$ cat src/rtl/spi_pattern_gen.sv
// spi_pattern_gen: burst test-pattern source for the SPI FIFO write port.
// Emits bursts of counter / LFSR / walking-one / alternating words,
// rotating round-robin over enabled channels with a programmable gap.
module spi_pattern_gen #(
  parameter int          DATA_W    = 32,
  parameter int          N_CH      = 4,
  parameter int          CH_W      = $clog2(N_CH),
  parameter int          TAG_EN    = 1,
  parameter int          DLY_W     = 32,
  parameter logic [31:0] LFSR_TAPS = 32'h8020_0003
) (
  input  logic              clk,
  input  logic              nrst,
  input  logic              enable,
  input  logic [1:0]        mode,
  input  logic [4:0]        delay_exp,
  input  logic [7:0]        burst_len,
  input  logic [N_CH-1:0]   ch_mask,
  input  logic              block,
  input  logic              full,
  output logic              we,
  output logic [DATA_W-1:0] din,
  output logic [CH_W-1:0]   ch_id,
  output logic              tick,
  output logic              busy,
  output logic [31:0]       word_cnt
);

  localparam int PAT_W = (TAG_EN != 0) ? DATA_W - CH_W : DATA_W;
  localparam int IDX_W = (PAT_W > 1) ? $clog2(PAT_W) : 1;
  localparam logic [PAT_W-1:0] TAPS = PAT_W'(LFSR_TAPS);

  typedef enum logic [2:0] {S_IDLE, S_ARM, S_DELAY, S_SEND, S_GAP} state_e;

  state_e            state_q;
  logic [1:0]        mode_q;
  logic [DLY_W-1:0]  delay_q;
  logic [DLY_W-1:0]  delay_cnt_q;
  logic [7:0]        remaining_q;
  logic [CH_W-1:0]   ch_id_q;
  logic [CH_W-1:0]   rot_q;
  logic [PAT_W-1:0]  cnt_q;
  logic [PAT_W-1:0]  lfsr_q;
  logic [IDX_W-1:0]  walk_q;
  logic              alt_q;
  logic [31:0]       word_cnt_q;

  logic [PAT_W-1:0]  cnt_d;
  logic [PAT_W-1:0]  lfsr_d;
  logic [IDX_W-1:0]  walk_d;
  logic [CH_W-1:0]   rot_d;
  logic [CH_W-1:0]   next_ch;
  logic [CH_W:0]     cand;
  logic [DLY_W-1:0]  delay_val;
  logic [PAT_W-1:0]  alt_pat;
  logic [PAT_W-1:0]  pat;

  // Inter-burst delay length, exponent clamped to the counter width.
  always_comb begin
    if (32'(delay_exp) >= 32'(DLY_W)) delay_val = DLY_W'(1) << (DLY_W - 1);
    else                              delay_val = DLY_W'(1) << delay_exp;
  end

  // First enabled channel at or after the rotation pointer (lowest offset wins).
  always_comb begin
    next_ch = rot_q;
    cand    = '0;
    for (int i = N_CH - 1; i >= 0; i--) begin
      cand = {1'b0, rot_q} + (CH_W+1)'(i);
      if (cand >= (CH_W+1)'(N_CH)) cand = cand - (CH_W+1)'(N_CH);
      if (ch_mask[cand[CH_W-1:0]]) next_ch = cand[CH_W-1:0];
    end
  end

  // Next values of the pattern generators and the rotation pointer.
  always_comb begin
    cnt_d  = cnt_q + PAT_W'(1);
    lfsr_d = (lfsr_q >> 1) ^ (lfsr_q[0] ? TAPS : '0);
    walk_d = (walk_q == IDX_W'(PAT_W - 1)) ? '0 : walk_q + IDX_W'(1);
    rot_d  = (ch_id_q == CH_W'(N_CH - 1)) ? '0 : ch_id_q + CH_W'(1);
  end

  // Current pattern word; alternating phase 0 gives 0x55.., phase 1 gives 0xAA..
  always_comb begin
    for (int i = 0; i < PAT_W; i++) alt_pat[i] = (i % 2 == 0) ? ~alt_q : alt_q;
    case (mode_q)
      2'd0:    pat = cnt_q;
      2'd1:    pat = lfsr_q;
      2'd2:    pat = PAT_W'(1) << walk_q;
      default: pat = alt_pat;
    endcase
  end

  generate
    if (TAG_EN != 0) begin : g_tag
      assign din = {ch_id_q, pat};
    end else begin : g_notag
      assign din = pat;
    end
  endgenerate

  assign we       = (state_q == S_SEND) && !full;
  assign tick     = (state_q == S_ARM) || (state_q == S_GAP);
  assign busy     = (state_q != S_IDLE);
  assign ch_id    = ch_id_q;
  assign word_cnt = word_cnt_q;

  // Burst sequencer; only the selected pattern advances on an accepted word,
  // and pattern state is shared by all channels across bursts.
  always_ff @(posedge clk or negedge nrst) begin
    if (!nrst) begin
      state_q     <= S_IDLE;
      mode_q      <= '0;
      delay_q     <= '0;
      delay_cnt_q <= '0;
      remaining_q <= '0;
      ch_id_q     <= '0;
      rot_q       <= '0;
      cnt_q       <= '0;
      lfsr_q      <= PAT_W'(1);
      walk_q      <= '0;
      alt_q       <= 1'b0;
      word_cnt_q  <= '0;
    end else begin
      case (state_q)
        S_IDLE: begin
          if (enable && (|ch_mask)) state_q <= S_ARM;
        end
        S_ARM: begin
          mode_q      <= mode;
          delay_q     <= delay_val;
          remaining_q <= (burst_len == 8'd0) ? 8'd1 : burst_len;
          delay_cnt_q <= '0;
          ch_id_q     <= next_ch;
          state_q     <= S_DELAY;
        end
        S_DELAY: begin
          if ((delay_cnt_q >= delay_q) && !block) state_q <= S_SEND;
          else if (delay_cnt_q != '1)             delay_cnt_q <= delay_cnt_q + DLY_W'(1);
        end
        S_SEND: begin
          if (!full) begin
            case (mode_q)
              2'd0:    cnt_q  <= cnt_d;
              2'd1:    lfsr_q <= lfsr_d;
              2'd2:    walk_q <= walk_d;
              default: alt_q  <= ~alt_q;
            endcase
            word_cnt_q  <= word_cnt_q + 32'd1;
            remaining_q <= remaining_q - 8'd1;
            if (remaining_q == 8'd1) state_q <= S_GAP;
          end
        end
        S_GAP: begin
          rot_q   <= rot_d;
          state_q <= (enable && (|ch_mask)) ? S_ARM : S_IDLE;
        end
        default: state_q <= S_IDLE;
      endcase
    end
  end

endmodule
$ cat config.mk
export PLATFORM = sky130hd
export DESIGN_NAME = spi_pattern_gen
export DESIGN_NICKNAME = d
export VERILOG_FILES = /design/src/rtl/spi_pattern_gen.sv
export SDC_FILE = /design/constraint.sdc
export NUM_CORES = 1
export LEC_CHECK = 0
export BUFFER_PORTS_ARGS = -buffer_cell sky130_fd_sc_hd__buf_2
export CAP_MARGIN = 0
export CORE_MARGIN = 2
export CORE_UTILIZATION = 50
export DETAILED_ROUTE_END_ITERATION = 8
export MAX_ROUTING_LAYER = met4
export PLACE_DENSITY = 0.79
export SYNTH_ARGS = -nofsm -noshare
export SYNTH_HDL_FRONTEND = slang
export SYNTH_SLANG_ARGS = --single-unit
$ cat constraint.sdc
create_clock -name clk -period 3.3 [get_ports clk]
set_input_delay 0.165 -clock clk [delete_from_list [all_inputs] [get_ports clk]]
set_output_delay 0.165 -clock clk [all_outputs]
set_load 0.005 [all_outputs]
### After elaboration in Yosys (flattened, before gate mapping)

Index checks and enable logic that the tools add are counted.
W data, S select, Z words.

* add/subtract/negate cells: 13
* order comparisons: 9
* eq/ne operators: 16
* shifts and indexed selects: 2
* muxes and demuxes: 32
* bitwise operators: 4
* reduce and logical (&&, ||, !) cells: 22

Operator list (number)
* $pmux W30 S3: 1
* $add A32 B1 Y32 const B: 2
* $mux W32: 2
* $pmux W32 S2: 1
* $ge A32 B32 Y1: 1
* $ne A32 B32 Y1 const B: 1
* $shl A1 B5 Y32 const A: 1
* $add A30 B1 Y30 const B: 1
* $shl A1 B5 Y30 const A: 1
* $xor A29 B22 Y29: 1
* $mux W22: 1
* $mux W2: 9
* $mux W8: 2
* $pmux W8 S2: 1
* $pmux W3 S5: 1
* $reduce_and A3 Y1: 5
* $lt A2 B3 Y1 const B: 4
* $mux W3: 4
* $ne A2 B2 Y1 const B: 5
* $ge A3 B3 Y1 const B: 3
* $bmux W1 S2: 4
* $eq A8 B1 Y1 const B: 1
* $logic_not A8 Y1: 1
* $sub A2 B1 Y2 const B: 4
* 27 further kinds: 41

* flip-flop bits (word level): 179
* output and inout port bits: 69

### Logic depth before layout (Yosys ltp)

* depth after elaboration: 9
* depth in mapped cells: 10
* gate-level depth less buffers: 9

### Worst setup path before layout

Ideal clock, no wire load.

* path kind: register to register
* start point: register delay_cnt_q[0]
* end point: register delay_cnt_q[9]
* library setup time: 126 ps
* arrival time: 2274 ps
* path slack: 900 ps
* stages on the path, launching flop included: 11
* path buffers: 1
* cells stage by stage: dfrtp_1 -> inv_1 -> ha_1 -> nand2b_1 -> a211oi_1 -> o21bai_1 -> a211o_1 -> a22oi_1 -> a21oi_2 -> buf_4 -> a221o_1

* longest elaborated chain between the ends: 4
* elaborated cells between the ends (all ways): 10

RTL lines
* from (decl): line 38 `logic [DLY_W-1:0] delay_cnt_q;`
* from (signal assigned): line 139 `else if (delay_cnt_q != '1) delay_cnt_q <= delay_cnt_q + DLY_W'(1);`
* $add A32 B1 Y32 or $ge A32 B32 Y1 (tied branches): line 139, 138
* $mux W32 or $logic_and A1 B1 Y1 (tied branches): line 139, 138
* $mux W32 or $ne A2 B2 Y1 (tied branches)
* $pmux W32 S2 or $reduce_and A3 Y1 (tied branches)

Several ways; a longest one is shown, not always the timed one. The select of a mux whose other input is x is not followed.
A chain may end at the register's enable or synchronous reset.

### Worst setup path in the final report

* start point: register delay_cnt_q[23]
* end point: register delay_cnt_q[7]

* longest elaborated chain between the ends: 4
* elaborated cells between the ends (all ways): 6

RTL lines
* $ge A32 B32 Y1: line 138 `if ((delay_cnt_q >= delay_q) && !block) state_q <= S_SEND;`
* $logic_and A1 B1 Y1: line 138
* $ne A2 B2 Y1 (no line)
* $reduce_and A3 Y1 (no line) *

Mark *: on every way between the ends. The rest lies on a longest branch, timed or not.

==> reports/qor.txt <==
Largest area contributor in the netlist = dfrtp_1
CTS buffer count = 17
Most instantiated library cell after synthesis = nand2_1
Max cap viols = 0
Ports = 93
Min Tclk post-route = 2.865 ns
Area grow syn2layout = 13.83%
Final Instance Count excl. Fillers = 1410
Routed Antenna Nets = 0
Worst Setup SP = delay_cnt_q[23]
# H-tree levels = 4
Final setup fails = 0
Clk root buf = clkbuf_16
Slew HR = 48.95%
Die Y = 142.7 µm
Critical Path End Type = flip-flop
# DRC = 0
Worst Reg2Reg Path Length in Cells = 8
Layout cells sized above 1 = 13.35%
Reg2reg setup slack = 0.44 ns
Reg2reg start = delay_cnt_q[23]
Number of placed instances, taps included = 1375
Hold Vio Cnt, Final = 0
GRT overflow = 0
Area of the core = 18770 µm²
Total track usage = 24.80%
Fin crit share = 86.81%
Finished Core Util = 58.33%
Pre-antenna DRT Iters = 6
Top cells by area, synth = dfrtp_1 (44%), nand2_1 (7.7%), ha_1 (5.7%), xnor2_1 (3.8%), nand3_1 (3.2%)
Total Die Area = 20360 µm²
Routed vias = 8395
Hold slack final = 0.03465 ns
First-pass GRT wire length = 39.16 mm
Clock Pin Slew Worst Setup and Hold Paths = 0.07 ns
Clock latency on the worst-skew pair = 0.43 ns
Vias per Instance = 5.954
Diode count = 0
Status = finished, final reports clean
Drt total wl = 23.86 mm
Unrepaired setup endpoints after global routing = false
Die Width = 142.7 µm
Setup crit start kind = flip-flop
Post-route setup slack = 0.4353 ns
Max Clock Freq = 349.1 MHz
EDFF count, synth = 0
VDD IR-drop max = 0.0003606 V
Max Slew Vio Count = 0
Hold Path Class = in -> reg
Per-cell routed wire length = 16.92 µm
Dpl hpwl = 16.58 mm
Number of post-CTS setup repair buffers = 0
Fillers = 1583
Synth cell count leaders = nand2_1 (198), dfrtp_1 (170), nor2_1 (78)
LEAKAGE = 5.332 nW
CP Max Fanout = 9
Mapped Nets = 1157
Crit path kind = reg -> reg
Mapped cell area = 9617 µm²
DRT iter0 DRCs = 660
Actual slew at the worst max-slew pin = 0.7657 ns
Mean post-synth cell area = 8.831 µm²
Post-synthesis sequential area ratio = 44.51%
TritonCTS clock tree = yes
Initial Utilization = 51.24%
Share of the synthesized area in the top cell type = 44.24%
Worst setup path endpoint = delay_cnt_q[7]
Initial antenna violation count = 0
Mapped Cells = 1089
Vias in the first global route = 7885
Setup tns final = 0 ns
Num rows = 50
Clock Path Buffers = 2
FFs w/ async S/R, synth = 100.0%
PwrDens = 399.5 nW/µm²
PostCTS Resize Cnt = 0
DP Worst Slack = 0.5502 ns
Setup Skew = 0.009969 ns
Reg-to-Reg End = delay_cnt_q[7]
Layout Nets = 1231
Post-synthesis cell type count = 68
Flip-flop and latch count after synthesis = 171
Critical path required time = 3.57 ns
Largest net degree at the start of global routing = 80
Clock Sinks = 171
Worst Min Path Start = full
Synth warn = 0
Predominant post-synthesis flop cell = dfrtp_1
Port Buffers = 92
Routability Congestion = 0.9188
WP data arrival = 3.14 ns
==> cells by family (layout without fill, tap and decap cells) <==
kind of cell    Yosys count  count (layout)  share of synthesized area (%)
xor+xnor                 64              64                          5.829
buf+inv                 103             190                          4.398
compound gates          227             227                          15.13
fa+ha+maj                44              44                          5.725
mux                       4               4                         0.4554
simple gates            476             476                          23.95
flops                   171             171                          44.51
==> how the worst min path moves through the flow <==
stage	slack [ns]	endpoint	cells past startpoint
after floorplan	-0.13	alt_q	0
after global placement	0.25	word_cnt[22]	1
after detailed placement	0.26	word_cnt[21]	1
after CTS	0.03	state_q[0]	3
after global routing	0.03	state_q[0]	3
final	0.03	state_q[2]	4
==> through the flow <==
stage | area (µm²) | power, mW
global route | 10950 | 4.513
floorplan | 9617 | 2.156
CTS | 10950 | 4.403
finish | 10950 | 4.373
detailed placement | 10280 | 2.226
global placement | 10280 | 2.225
==> critical path, stage by stage, from the launching register on <==
cell and delay (ns):
dfrtp_1 0.45, ha_1 0.33, a21oi_1 0.13, o21ai_1 0.08, a221oi_1 0.32, o211ai_1 0.18, a22o_1 0.40, o21ai_1 0.62
a31oi_1 0.19
==> power by group <==
part | switching (mW) | internal [mW]
Sequential | 0 | 2.09
Combinational | 0.0654 | 0.0250
Clock | 0.900 | 1.29
Total | 0.966 | 3.41
==> sequential cells by signal, summed over array words and instances (netlist names) <==
signal       count
delay_cnt_q     32
delay_q         32
word_cnt        32
cnt_q           30
lfsr_q          22
remaining_q      8
walk_q           5
state_q          3
ch_id            2
mode_q           2
rot_q            2
alt_q            1
==> layout make-up <==
cell class	count	area [µm²]	share of cell area (%)
multi-input combinational	815	4923	44.98
tap	234	292.8	2.675
clock inverter	14	206.4	1.886
clock buffer	18	429.2	3.920
timing repair buffer	110	634.4	5.795
inverter	48	180.2	1.646
sequential	171	4280	39.10
==> cell usage in the layout (no fill, tap or decap), types with 32 or more instances in the layout <==
| master | count |
|---|---|
| nand3_1 | 61 |
| nand2_1 | 198 |
| ha_1 | 44 |
| xnor2_1 | 42 |
| o21ai_0 | 51 |
| nor2_1 | 78 |
| buf_2 | 91 |
| and3_1 | 32 |
| inv_1 | 45 |
| dfrtp_1 | 170 |
==> per-layer routing <==
| metal | track usage (%) | wire [µm] |
|---|---|---|
| met1 | 31.56 | 10350 |
| met2 | 38.51 | 11160 |
| met3 | 4.997 | 1435 |
| met4 | 11.10 | 913 |
| met5 | - | 0 |
==> what timing repair did <==
item	CTS	global route
hold buffers	3	0
setup endpoints to repair	0	0
endpoints found under the hold margin	79	0
Power figures use the tool's default switching activity.
